===== src/rtl/ex_hilo_pkg.sv =====
// Shared widths, ALU op/sel codes, constants and helpers for the execute stage.
package ex_hilo_pkg;

    localparam int DATA_W   = 32;
    localparam int ADDR_W   = 5;
    localparam int ALUOP_W  = 8;
    localparam int ALUSEL_W = 3;

    localparam logic              WRITEENABLE = 1'b1;
    localparam logic              RSTENABLE   = 1'b1;
    localparam logic [DATA_W-1:0] ZEROWORD    = '0;

    // Result classes
    localparam logic [ALUSEL_W-1:0] EXE_RES_NOP   = 3'b000;
    localparam logic [ALUSEL_W-1:0] EXE_RES_LOGIC = 3'b001;
    localparam logic [ALUSEL_W-1:0] EXE_RES_SHIFT = 3'b010;
    localparam logic [ALUSEL_W-1:0] EXE_RES_MOVE  = 3'b011;
    localparam logic [ALUSEL_W-1:0] EXE_RES_ARITH = 3'b100;

    // Operation codes
    localparam logic [ALUOP_W-1:0] EXE_NOP_OP   = 8'b0000_0000;
    localparam logic [ALUOP_W-1:0] EXE_AND_OP   = 8'b0010_0100;
    localparam logic [ALUOP_W-1:0] EXE_OR_OP    = 8'b0010_0101;
    localparam logic [ALUOP_W-1:0] EXE_XOR_OP   = 8'b0010_0110;
    localparam logic [ALUOP_W-1:0] EXE_NOR_OP   = 8'b0010_0111;
    localparam logic [ALUOP_W-1:0] EXE_SLL_OP   = 8'b0111_1100;
    localparam logic [ALUOP_W-1:0] EXE_SLLV_OP  = 8'b0000_0100;
    localparam logic [ALUOP_W-1:0] EXE_SRL_OP   = 8'b0000_0010;
    localparam logic [ALUOP_W-1:0] EXE_SRLV_OP  = 8'b0000_0110;
    localparam logic [ALUOP_W-1:0] EXE_SRA_OP   = 8'b0000_0011;
    localparam logic [ALUOP_W-1:0] EXE_SRAV_OP  = 8'b0000_0111;
    localparam logic [ALUOP_W-1:0] EXE_MOVZ_OP  = 8'b0000_1010;
    localparam logic [ALUOP_W-1:0] EXE_MOVN_OP  = 8'b0000_1011;
    localparam logic [ALUOP_W-1:0] EXE_MFHI_OP  = 8'b0001_0000;
    localparam logic [ALUOP_W-1:0] EXE_MTHI_OP  = 8'b0001_0001;
    localparam logic [ALUOP_W-1:0] EXE_MFLO_OP  = 8'b0001_0010;
    localparam logic [ALUOP_W-1:0] EXE_MTLO_OP  = 8'b0001_0011;
    localparam logic [ALUOP_W-1:0] EXE_SLT_OP   = 8'b0010_1010;
    localparam logic [ALUOP_W-1:0] EXE_SLTU_OP  = 8'b0010_1011;
    localparam logic [ALUOP_W-1:0] EXE_ADD_OP   = 8'b0010_0000;
    localparam logic [ALUOP_W-1:0] EXE_ADDU_OP  = 8'b0010_0001;
    localparam logic [ALUOP_W-1:0] EXE_SUB_OP   = 8'b0010_0010;
    localparam logic [ALUOP_W-1:0] EXE_SUBU_OP  = 8'b0010_0011;
    localparam logic [ALUOP_W-1:0] EXE_CLZ_OP   = 8'b1011_0000;
    localparam logic [ALUOP_W-1:0] EXE_CLO_OP   = 8'b1011_0001;
    localparam logic [ALUOP_W-1:0] EXE_MULT_OP  = 8'b0001_1000;
    localparam logic [ALUOP_W-1:0] EXE_MULTU_OP = 8'b0001_1001;
    localparam logic [ALUOP_W-1:0] EXE_MUL_OP   = 8'b1010_1001;
    localparam logic [ALUOP_W-1:0] EXE_MADD_OP  = 8'b1010_0110;
    localparam logic [ALUOP_W-1:0] EXE_MADDU_OP = 8'b1010_1000;
    localparam logic [ALUOP_W-1:0] EXE_MSUB_OP  = 8'b1010_1010;
    localparam logic [ALUOP_W-1:0] EXE_MSUBU_OP = 8'b1010_1011;

    // Multiply-accumulate state machine
    typedef enum logic [0:0] {
        EX_MAC_IDLE = 1'b0,
        EX_MAC_ACC  = 1'b1
    } mac_state_e;

    // Leading-zero count, 0..32 (all-zero input yields 32)
    function automatic logic [5:0] count_leading_zeros(input logic [DATA_W-1:0] v);
        logic [5:0] cnt;
        logic       found;
        cnt   = 6'd32;
        found = 1'b0;
        for (int i = DATA_W - 1; i >= 0; i--) begin
            if (!found && v[i]) begin
                cnt   = 6'(DATA_W - 1 - i);
                found = 1'b1;
            end
        end
        return cnt;
    endfunction

endpackage


===== src/rtl/ex_hilo_mul64.sv =====
// Combinational 32x32 -> 64 multiplier, signed or unsigned per i_signed.
// Operands are extended to 64 bits first; the low 64 bits of that product
// are the exact signed/unsigned result in both modes.
module ex_mul64
    import ex_hilo_pkg::*;
(
    input  logic [DATA_W-1:0]   i_a,
    input  logic [DATA_W-1:0]   i_b,
    input  logic                i_signed,
    output logic [2*DATA_W-1:0] o_prod
);

    logic [2*DATA_W-1:0] w_a_ext;
    logic [2*DATA_W-1:0] w_b_ext;

    assign w_a_ext[DATA_W-1:0] = i_a;
    assign w_b_ext[DATA_W-1:0] = i_b;

    // Upper half is the sign bit in signed mode, zero otherwise
    for (genvar gi = DATA_W; gi < 2 * DATA_W; gi++) begin : g_ext
        assign w_a_ext[gi] = i_signed & i_a[DATA_W-1];
        assign w_b_ext[gi] = i_signed & i_b[DATA_W-1];
    end

    assign o_prod = w_a_ext * w_b_ext;

endmodule


===== src/rtl/ex_hilo.sv =====
// Execute stage with HI/LO pair and 2-cycle multiply-accumulate.
// Optional build macro EX_OVF_CHECK_EN: signed overflow on ADD/SUB raises
// ovf_o and suppresses the register write; otherwise ovf_o is tied low.
module ex_hilo
    import ex_hilo_pkg::*;
(
    input  logic                clk,
    input  logic                rst,
    input  logic                stall_i,
    input  logic [ALUOP_W-1:0]  aluop_i,
    input  logic [ALUSEL_W-1:0] alusel_i,
    input  logic [DATA_W-1:0]   reg1_i,
    input  logic [DATA_W-1:0]   reg2_i,
    input  logic [ADDR_W-1:0]   wd_i,
    input  logic                wreg_i,
    output logic [ADDR_W-1:0]   wd_o,
    output logic                wreg_o,
    output logic [DATA_W-1:0]   wdata_o,
    output logic [DATA_W-1:0]   hi_o,
    output logic [DATA_W-1:0]   lo_o,
    output logic                ovf_o,
    output logic                stallreq
);

    mac_state_e            r_state;
    mac_state_e            w_state_next;
    logic [DATA_W-1:0]     r_hi;
    logic [DATA_W-1:0]     r_lo;
    logic [2*DATA_W-1:0]   r_temp;
    logic                  r_mac_sub;

    logic                  w_is_mac;
    logic                  w_mac_sub;
    logic                  w_mul_signed;
    logic [2*DATA_W-1:0]   w_prod;
    logic [2*DATA_W-1:0]   w_hilo_acc;
    logic [DATA_W-1:0]     w_sum;
    logic [DATA_W-1:0]     w_diff;
    logic [4:0]            w_shamt;
    logic [DATA_W-1:0]     w_result;
    logic                  w_ovf;
    logic                  w_stallreq;

    assign w_is_mac     = (aluop_i == EXE_MADD_OP) || (aluop_i == EXE_MADDU_OP) ||
                          (aluop_i == EXE_MSUB_OP) || (aluop_i == EXE_MSUBU_OP);
    assign w_mac_sub    = (aluop_i == EXE_MSUB_OP) || (aluop_i == EXE_MSUBU_OP);
    assign w_mul_signed = (aluop_i == EXE_MUL_OP)  || (aluop_i == EXE_MULT_OP) ||
                          (aluop_i == EXE_MADD_OP) || (aluop_i == EXE_MSUB_OP);

    ex_mul64 u_mul (
        .i_a      (reg1_i),
        .i_b      (reg2_i),
        .i_signed (w_mul_signed),
        .o_prod   (w_prod)
    );

    assign w_sum      = reg1_i + reg2_i;
    assign w_diff     = reg1_i - reg2_i;
    assign w_shamt    = reg1_i[4:0];
    // Direction is latched with the product so a stray op in ACC cannot flip it
    assign w_hilo_acc = r_mac_sub ? ({r_hi, r_lo} - r_temp) : ({r_hi, r_lo} + r_temp);

`ifdef EX_OVF_CHECK_EN
    assign w_ovf = ((aluop_i == EXE_ADD_OP) && (reg1_i[DATA_W-1] == reg2_i[DATA_W-1]) &&
                    (w_sum[DATA_W-1] != reg1_i[DATA_W-1])) ||
                   ((aluop_i == EXE_SUB_OP) && (reg1_i[DATA_W-1] != reg2_i[DATA_W-1]) &&
                    (w_diff[DATA_W-1] != reg1_i[DATA_W-1]));
`else
    assign w_ovf = 1'b0;
`endif

    // MAC next state; stallreq only in the cycle the product is captured
    always_comb begin
        w_state_next = r_state;
        w_stallreq   = 1'b0;
        case (r_state)
            EX_MAC_IDLE: begin
                if (w_is_mac && !stall_i) begin
                    w_state_next = EX_MAC_ACC;
                    w_stallreq   = 1'b1;
                end
            end
            EX_MAC_ACC: begin
                if (!stall_i) begin
                    w_state_next = EX_MAC_IDLE;
                end
            end
            default: w_state_next = EX_MAC_IDLE;
        endcase
    end

    // MAC state register
    always_ff @(posedge clk) begin
        if (rst) begin
            r_state <= EX_MAC_IDLE;
        end else begin
            r_state <= w_state_next;
        end
    end

    // HI/LO and product latch; everything frozen while stall_i is high
    always_ff @(posedge clk) begin
        if (rst) begin
            r_hi      <= ZEROWORD;
            r_lo      <= ZEROWORD;
            r_temp    <= '0;
            r_mac_sub <= 1'b0;
        end else if (!stall_i) begin
            if (r_state == EX_MAC_ACC) begin
                {r_hi, r_lo} <= w_hilo_acc;
            end else if (w_is_mac) begin
                r_temp    <= w_prod;
                r_mac_sub <= w_mac_sub;
            end else begin
                case (aluop_i)
                    EXE_MTHI_OP:  r_hi <= reg1_i;
                    EXE_MTLO_OP:  r_lo <= reg1_i;
                    EXE_MULT_OP,
                    EXE_MULTU_OP: {r_hi, r_lo} <= w_prod;
                    default: ;
                endcase
            end
        end
    end

    // Result select by class, then by operation within the class
    always_comb begin
        w_result = ZEROWORD;
        case (alusel_i)
            EXE_RES_LOGIC: begin
                case (aluop_i)
                    EXE_OR_OP:  w_result = reg1_i | reg2_i;
                    EXE_AND_OP: w_result = reg1_i & reg2_i;
                    EXE_XOR_OP: w_result = reg1_i ^ reg2_i;
                    EXE_NOR_OP: w_result = ~(reg1_i | reg2_i);
                    default:    w_result = ZEROWORD;
                endcase
            end
            EXE_RES_SHIFT: begin
                case (aluop_i)
                    EXE_SLL_OP, EXE_SLLV_OP: w_result = reg2_i << w_shamt;
                    EXE_SRL_OP, EXE_SRLV_OP: w_result = reg2_i >> w_shamt;
                    EXE_SRA_OP, EXE_SRAV_OP: w_result = $signed(reg2_i) >>> w_shamt;
                    default:                 w_result = ZEROWORD;
                endcase
            end
            EXE_RES_MOVE: begin
                case (aluop_i)
                    EXE_MFHI_OP:             w_result = r_hi;
                    EXE_MFLO_OP:             w_result = r_lo;
                    EXE_MOVN_OP, EXE_MOVZ_OP: w_result = reg1_i;
                    default:                 w_result = ZEROWORD;
                endcase
            end
            EXE_RES_ARITH: begin
                case (aluop_i)
                    EXE_ADD_OP, EXE_ADDU_OP: w_result = w_sum;
                    EXE_SUB_OP, EXE_SUBU_OP: w_result = w_diff;
                    EXE_SLT_OP:  w_result = {31'b0, $signed(reg1_i) < $signed(reg2_i)};
                    EXE_SLTU_OP: w_result = {31'b0, reg1_i < reg2_i};
                    EXE_CLZ_OP:  w_result = {26'b0, count_leading_zeros(reg1_i)};
                    EXE_CLO_OP:  w_result = {26'b0, count_leading_zeros(~reg1_i)};
                    EXE_MUL_OP:  w_result = w_prod[DATA_W-1:0];
                    default:     w_result = ZEROWORD;
                endcase
            end
            default: w_result = ZEROWORD;
        endcase
    end

    assign wd_o     = rst ? '0       : wd_i;
    assign wreg_o   = rst ? 1'b0     : (wreg_i & ~w_ovf);
    assign wdata_o  = rst ? ZEROWORD : w_result;
    assign ovf_o    = rst ? 1'b0     : w_ovf;
    assign stallreq = rst ? 1'b0     : w_stallreq;
    assign hi_o     = r_hi;
    assign lo_o     = r_lo;

endmodule

===== config.mk =====
export PLATFORM = sky130hd
export DESIGN_NAME = ex_hilo
export DESIGN_NICKNAME = d
export VERILOG_FILES = /design/src/rtl/ex_hilo_pkg.sv /design/src/rtl/ex_hilo_mul64.sv /design/src/rtl/ex_hilo.sv
export SDC_FILE = /design/constraint.sdc
export NUM_CORES = 2
export LEC_CHECK = 0
export BUFFER_PORTS_ARGS = -buffer_cell sky130_fd_sc_hd__clkbuf_2
export CELL_PAD_IN_SITES_DETAIL_PLACEMENT = 0
export CELL_PAD_IN_SITES_GLOBAL_PLACEMENT = 1
export CORE_MARGIN = 5
export CORE_UTILIZATION = 27
export DETAILED_ROUTE_END_ITERATION = 12
export PLACE_DENSITY_LB_ADDON = 0.3
export SLEW_MARGIN = 20
export SYNTH_ARGS = -nofsm -noshare
export SYNTH_HDL_FRONTEND = slang
export SYNTH_SLANG_ARGS = --single-unit

===== constraint.sdc =====
create_clock -name clk -period 14.5 [get_ports clk]
set_input_delay 2.175 -clock clk [delete_from_list [all_inputs] [get_ports clk]]
set_output_delay 2.175 -clock clk [all_outputs]
set_load 0.05 [all_outputs]

; ---- Word-level counts from Yosys, hierarchy flattened
; Index checks and enable logic that the tools add are counted.
[totals]
regBits = 130
inputBits = 84
output_inout_bits = 104
elab_cells = 475
[op_classes]
n_addsub = 4
n_mul = 1
n_lt_le_gt_ge = 2
eq_ne = 36
shift = 3
mux = 270
n_bitwise = 9
n_reduce_logical = 145
[ops]
columns = operator, count
row1 = 6-bit two-way mux, 64
row2 = 32-bit one-hot mux with 4 select lines, 2
row3 = 32-bit one-hot mux with 7 select lines, 1
row4 = 32-bit one-hot mux with 3 select lines, 2
row5 = 1-bit two-way mux, 191
row6 = 32-bit two-way mux, 5
row7 = 32-bit one-hot mux with 2 select lines, 2
row8 = 8-bit by 6-bit equality test with 1-bit output (second input constant), 10
row9 = 64-bit adder, 1
row10 = 32-bit < comparator, 2
row11 = 33-bit by 33-bit multiplier with 64-bit output, 1
row12 = 64-bit two-way mux, 1
row13 = 32-bit NOT, 2
row14 = 64-bit subtractor, 1
row15 = 1-bit logical AND, 63
row16 = 1-bit logical NOT, 63
row17 = 8-bit equality test (second input constant), 7
row18 = 8-bit by 5-bit equality test with 1-bit output (second input constant), 6
row19 = 32-bit adder, 1
row20 = 32-bit AND, 1
row21 = 32-bit OR, 1
row22 = 32-bit by 5-bit left shift with 32-bit output, 1
row23 = 32-bit by 5-bit right shift with 32-bit output, 1
row24 = 32-bit by 5-bit >>> shifter with 32-bit output, 1
row25 = other kinds (18), 40

; ---- Depth between registers and ports, before layout
[logic_depth]
ltp_word = 160
mapped_depth = 38
depth_no_buf = 36

; ---- Modules after synthesis
; A second synthesis with hierarchy kept.
[unflattened]
hier_cells = 7332
hier_area_um2 = 58896.5
[by_module_without_submodules]
columns = mod, instances, cells_each, area_each_um2, seq_area_each_um2
row1 = ex_mul64, 1, 4207, 37993.9, 0.0
row2 = ex_hilo, 1, 3125, 20902.5, 2602.5

; ---- Worst setup path before layout
; Ideal clock, no wire load.
[synth_timing]
path_type = input-to-output
start = in reg1_i[1]
end = out wdata_o[30]
arrival_time_ns = 10.231
t_required_ns = 12.325
path_slack_ns = 2.094
stages = 29
path_buffers = 7
path_cell_list = clkbuf_1 clkbuf_1 clkbuf_1 clkbuf_1 buf_1 buf_1 nand2_1 fa_1 fa_1 inv_1 ha_1 inv_1 fa_1 fa_1 inv_1 fa_1 inv_1 fa_1 inv_1 fa_1 ha_1 clkbuf_1 a21o_1 or3_1 or2_2 a21boi_0 xnor2_1 a221oi_1 o22ai_1
[synth_between]
elab_chain_cells = 4
word_cells_on_any_way = 10
cone_classes = add/sub: 2 / mul: 1 / shift: 3 / mux: 4
[synth_lines]
columns = item, line
row1 = "start, declared", ex_hilo.sv:12  ; input logic [DATA_W-1:0] reg1_i,
row2 = "33-bit by 33-bit multiplier with 64-bit output, or another cell as far along", ex_hilo_mul64.sv:25  ; assign o_prod = w_a_ext * w_b_ext;
row3 = 32-bit one-hot mux with 7 select lines / 32-bit one-hot mux with 3 select lines (equally long branches), "ex_hilo.sv:156, ex_hilo.sv:140"
row4 = 32-bit one-hot mux with 4 select lines *, ex_hilo.sv:129  ; case (alusel_i)
row5 = 32-bit two-way mux *, ex_hilo.sv:173  ; assign wdata_o = rst ? ZEROWORD : w_result;
row6 = "end, declared", ex_hilo.sv:18  ; output logic [DATA_W-1:0] wdata_o,
; Mark *: on every way between the ends. The rest lies on a longest branch, timed or not.

; ---- Worst setup path in the final report
[layout_timing]
start = in reg2_i[1]
end = out wdata_o[30]
[layout_between]
elab_chain_cells = 4
word_cells_on_any_way = 10
cone_classes = add/sub: 2 / mul: 1 / shift: 3 / mux: 4
[layout_lines]
columns = item, line
row1 = "start, declared", ex_hilo.sv:13  ; input logic [DATA_W-1:0] reg2_i,
row2 = "33-bit by 33-bit multiplier with 64-bit output, or another cell as far along", ex_hilo_mul64.sv:25
row3 = 32-bit one-hot mux with 7 select lines / 32-bit one-hot mux with 3 select lines (equally long branches), "ex_hilo.sv:156, ex_hilo.sv:140"
row4 = 32-bit one-hot mux with 4 select lines *, ex_hilo.sv:129
row5 = 32-bit two-way mux *, ex_hilo.sv:173
; Marked as above.

==> impl_results.html <==
<table>
<tr><th>Metric</th><th>Value</th></tr>
<tr><th colspan="2">Detailed routing</th></tr>
<tr><td>Wire length per cell after detailed routing</td><td>28.73 um</td></tr>
<tr><td>Via-per-instance ratio</td><td>~5.3</td></tr>
<tr><td>Number of design rule violations left after detail routing</td><td>0</td></tr>
<tr><td>Iter 0 DRT Violations</td><td>roughly 5600</td></tr>
<tr><td>Total wire length after detailed routing</td><td>~290000 um</td></tr>
<tr><td>Number of iterations in the first detailed-routing pass</td><td>8</td></tr>
<tr><td>Count of vias placed by the detailed router</td><td>about 54000</td></tr>
<tr><td>Remaining antenna violation count after routing</td><td>0</td></tr>
<tr><th colspan="2">Clocking</th></tr>
<tr><td>Clock tree from TritonCTS</td><td>yes</td></tr>
<tr><td>Worst-Skew Late Latency</td><td>slightly below 500 ps</td></tr>
<tr><td>Number of H-tree levels</td><td>4</td></tr>
<tr><td>Clock-pin slew of the registers on the worst-case setup and hold paths</td><td>50 ps</td></tr>
<tr><td>Number of setup buffers added after CTS</td><td>0</td></tr>
<tr><td>Number of buffers created by CTS</td><td>25</td></tr>
<tr><td>Total of cells resized after clock tree synthesis</td><td>0</td></tr>
<tr><td>Number of buffers inserted for hold repair after clock tree synthesis</td><td>0</td></tr>
<tr><td>CTS Sinks</td><td>between 100 and 150</td></tr>
<tr><td>Clock Tree Buf Depth</td><td>3</td></tr>
<tr><td>Buffer cell driving the clock tree root</td><td>clkbuf_16</td></tr>
<tr><th colspan="2">Logic synthesis</th></tr>
<tr><td>Flops &amp; latches, synth</td><td>130</td></tr>
<tr><td>Dominant combinational cell family by area after synthesis</td><td>adder cells</td></tr>
<tr><td>Ys async rst share</td><td>0</td></tr>
<tr><td>Netlist Area Pre-Place</td><td>0.05757 mm^2</td></tr>
<tr><td>Synth top area share</td><td>0.3923</td></tr>
<tr><td>Synth warnings</td><td>0</td></tr>
<tr><td>Number of enable flip-flop cells after synthesis</td><td>0</td></tr>
<tr><td>Post-Synthesis Mean Instance Area</td><td>around 8 um^2</td></tr>
<tr><td>Post-synthesis share of cell area spent on xor and xnor gates</td><td>0.03421</td></tr>
<tr><td>Mux share of post-synthesis cell area</td><td>0.02052</td></tr>
<tr><td>Simple-gate share of the synthesized area</td><td>0.1634</td></tr>
<tr><td>Adder-cell share of the synthesized area</td><td>0.4731</td></tr>
<tr><td>Leading area contributor after synthesis</td><td>fa_1</td></tr>
<tr><td>Area fraction in compound gates after synthesis</td><td>0.1478</td></tr>
<tr><td>Most used flip-flop cell after synthesis</td><td>dfxtp_1</td></tr>
<tr><td>Synthesized net count</td><td>8881</td></tr>
<tr><td>Cells after synthesis</td><td>7297</td></tr>
<tr><td>Sequential share of the synthesized area</td><td>0.04521</td></tr>
<tr><td>Cell types with the largest area share after synthesis</td><td>fa_1 (39%), inv_1 (8.4%), ha_1 (8.1%), nand2_1 (6.9%), nor2_1 (4.8%)</td></tr>
<tr><td>Count of unique library cells instantiated by Yosys</td><td>a little under 90</td></tr>
<tr><th colspan="2">Run status</th></tr>
<tr><td>Status</td><td>completed</td></tr>
<tr><th colspan="2">Setup path</th></tr>
<tr><td>Critical Path End Type</td><td>primary output</td></tr>
<tr><td>Largest delay share family, worst path</td><td>adder cells</td></tr>
<tr><td>CP Data Required Time</td><td>about 12000 ps</td></tr>
<tr><td>Crit-path max cell delay</td><td>about 800 ps</td></tr>
<tr><td>FF-to-FF Start</td><td>r_temp[0]</td></tr>
<tr><td>Cell with the largest stage delay on the worst path</td><td>inv_1</td></tr>
<tr><td>Max FO, Critical Path</td><td>20</td></tr>
<tr><td>Crit path DAT</td><td>around 11000 ps</td></tr>
<tr><td>Reg2Reg Depth</td><td>21</td></tr>
<tr><td>Kind of critical path</td><td>primary input to primary output</td></tr>
<tr><td>CP startpoint kind</td><td>primary input</td></tr>
<tr><td>Setup slack of the worst register-to-register path</td><td>roughly 8400 ps</td></tr>
<tr><td>Worst path bufs/invs</td><td>7</td></tr>
<tr><td>CP most frequent cell</td><td>fa_1</td></tr>
<tr><td>Endpoint of the most critical register-to-register path</td><td>hi_o[29]</td></tr>
<tr><th colspan="2">Timing</th></tr>
<tr><td>Final setup violation count</td><td>0</td></tr>
<tr><td>Normalized max-slew margin</td><td>0.1558</td></tr>
<tr><td>Count of endpoints failing hold in the final timing report</td><td>0</td></tr>
<tr><td>Maximum clock frequency</td><td>approximately 73 MHz</td></tr>
<tr><td>Pin slew with the least headroom to its limit</td><td>between 1000 and 1500 ps</td></tr>
<tr><td>Post-route clock skew</td><td>approximately 22 ps</td></tr>
<tr><td>Fin crit period</td><td>between 10000 and 15000 ps</td></tr>
<tr><td>Setup repair after global routing missed its margin</td><td>no</td></tr>
<tr><td>Final-layout setup total negative slack</td><td>0 ps</td></tr>
<tr><td>Final worst path period share</td><td>0.9387</td></tr>
<tr><td>Number of pins exceeding their max-slew limit in the final report</td><td>0</td></tr>
<tr><th colspan="2">Floorplanning</th></tr>
<tr><td>Effective utilization at floorplan</td><td>0.2714</td></tr>
<tr><td>Area of the die</td><td>between 0.2 and 0.25 mm^2</td></tr>
<tr><td>Horizontal extent of the die</td><td>471.8 um</td></tr>
<tr><td>Number of placement rows</td><td>169</td></tr>
<tr><td>Chip Height</td><td>between 400 and 500 um</td></tr>
<tr><td>Core area</td><td>about 0.21 mm^2</td></tr>
<tr><td>I/O pin total</td><td>~190</td></tr>
<tr><th colspan="2">Placed design</th></tr>
<tr><td>Port-buffer cells</td><td>186</td></tr>
<tr><td>Post-detailed-placement half-perimeter wirelength</td><td>roughly 230000 um</td></tr>
<tr><td>Global placer's final weighted congestion</td><td>just under 1</td></tr>
<tr><th colspan="2">Hold path</th></tr>
<tr><td>Endpoint of the worst hold path</td><td>r_temp[23]</td></tr>
<tr><td>Hold path startpoint</td><td>r_temp[23]</td></tr>
<tr><td>Hold WC Path Type</td><td>register to register</td></tr>
<tr><td>WHS Path Cells</td><td>2</td></tr>
<tr><th colspan="2">Final layout</th></tr>
<tr><td>Area added between synthesis and finish</td><td>8.178%</td></tr>
<tr><td>Proportion of layout cells with a drive suffix above 1</td><td>0.06402</td></tr>
<tr><td>Final net count</td><td>8782</td></tr>
<tr><th colspan="2">Global route</th></tr>
<tr><td>Maximum number of pins on one net before global-route repair</td><td>76</td></tr>
<tr><td>Global-route wire length before repair</td><td>between 400000 and 500000 um</td></tr>
<tr><td>Global route overflow</td><td>0</td></tr>
<tr><td>Antenna violations before repair</td><td>18</td></tr>
<tr><td>All-layer global routing usage</td><td>0.2558</td></tr>
<tr><td>Number of global-route vias before repair</td><td>between 50000 and 60000</td></tr>
<tr><th colspan="2">Run</th></tr>
<tr><td>Number of max-cap violations</td><td>0</td></tr>
</table>
tightest hold or removal path, delay by kind of cell (launching register included):
kind / cells / cell delay, ps
AOI/OAI and AO/OA: 1 / 50
and+or+nand+nor: 1 / 60
DFF: 1 / 330
state kept, by name, summed over array words and instances, names as in the netlist:
register   cells
lo_o          32
r_mac_sub      1
r_temp        64
hi_o          32
r_state        1
layout by cell type, fill, tap and decap left out, types with 54 or more instances in the layout:
master    Yosys  routed
nand3_1      58      58
a21o_1       86      86
ha_1        372     372
inv_1      1288    1285
nor3_1       95      90
nand2_1    1059    1058
clkbuf_2      2     182
a21oi_1     457     457
o21ai_0     270     270
xor2_1       54      54
a211oi_1     68      68
xnor2_1     169     168
buf_4         2     171
a221oi_1     63      63
fa_1       1128    1128
mux2i_1      73      73
nor2_1      741     736
dfxtp_1     130     128
routing by layer:
metal	routed length (um)	global-route usage	vias up
met3	18020	0.02918	541
met5	69	0	-
met2	129400	0.4100	2403
met4	17930	0.1249	10
li1	-	-	22950
met1	122600	0.3440	27720
synth_stat cells (49+ instances only):
cell type,instances
a211oi_1,68
a21o_1,86
a21oi_1,457
a221oi_1,63
buf_1,92
clkbuf_1,382
dfxtp_1,130
fa_1,1128
ha_1,372
inv_1,1288
mux2i_1,73
nand2_1,1059
nand3_1,58
nor2_1,741
nor3_1,95
o21ai_0,270
o22ai_1,49
xnor2_1,169
xor2_1,54
kinds of logic (layout without fill, tap and decap cells):
logic type      Yosys count  count (layout)
flops                   130             130
compound gates         1340            1340
mux                      98              98
buf+inv                1771            1675
other cells               1               6
fa+ha+maj              1500            1500
simple gates           2233            2233
xor+xnor                224             224
area by class of cell:
| type | instances | area [um^2] |
|---|---|---|
| clock buffer | 29 | 670.6 |
| fill | 23060 | 149800 |
| antenna | 5 | 12.51 |
| multi-input combinational | 5396 | 48390 |
| inverter | 1291 | 4846 |
| sequential | 130 | 2608 |
| tap | 2821 | 3530 |
| clock inverter | 1 | 5.005 |
| timing repair buffer | 354 | 2215 |
how the worst max path moves through the flow:
| stage | start | to | cells past startpoint |
|---|---|---|---|
| floorplan | reg1_i[1] | wdata_o[30] | 29 |
| global placement | reg2_i[1] | wdata_o[31] | 26 |
| detailed placement | reg2_i[1] | wdata_o[31] | 24 |
| CTS | reg2_i[1] | wdata_o[31] | 24 |
| global route | reg2_i[1] | wdata_o[31] | 24 |
| finish | reg2_i[1] | wdata_o[30] | 26 |
per-stage QoR:
step	std cells	utilization	cell area (um^2)	hold WS [ps]	setup WS, ps
floorplan	7297	-	57570	456.3	2094
global placement	9992	0.2903	61580	476.5	1186
detailed placement	9992	0.2903	61580	479.0	1099
CTS	10020	0.2935	62250	486.0	1101
global route	10020	0.2936	62260	504.5	717.7
finish	10030	0.2936	62280	488.2	889.0
Power is not shown: default switching activity piles up to over one toggle a cycle in this logic, so the estimate is an artifact.
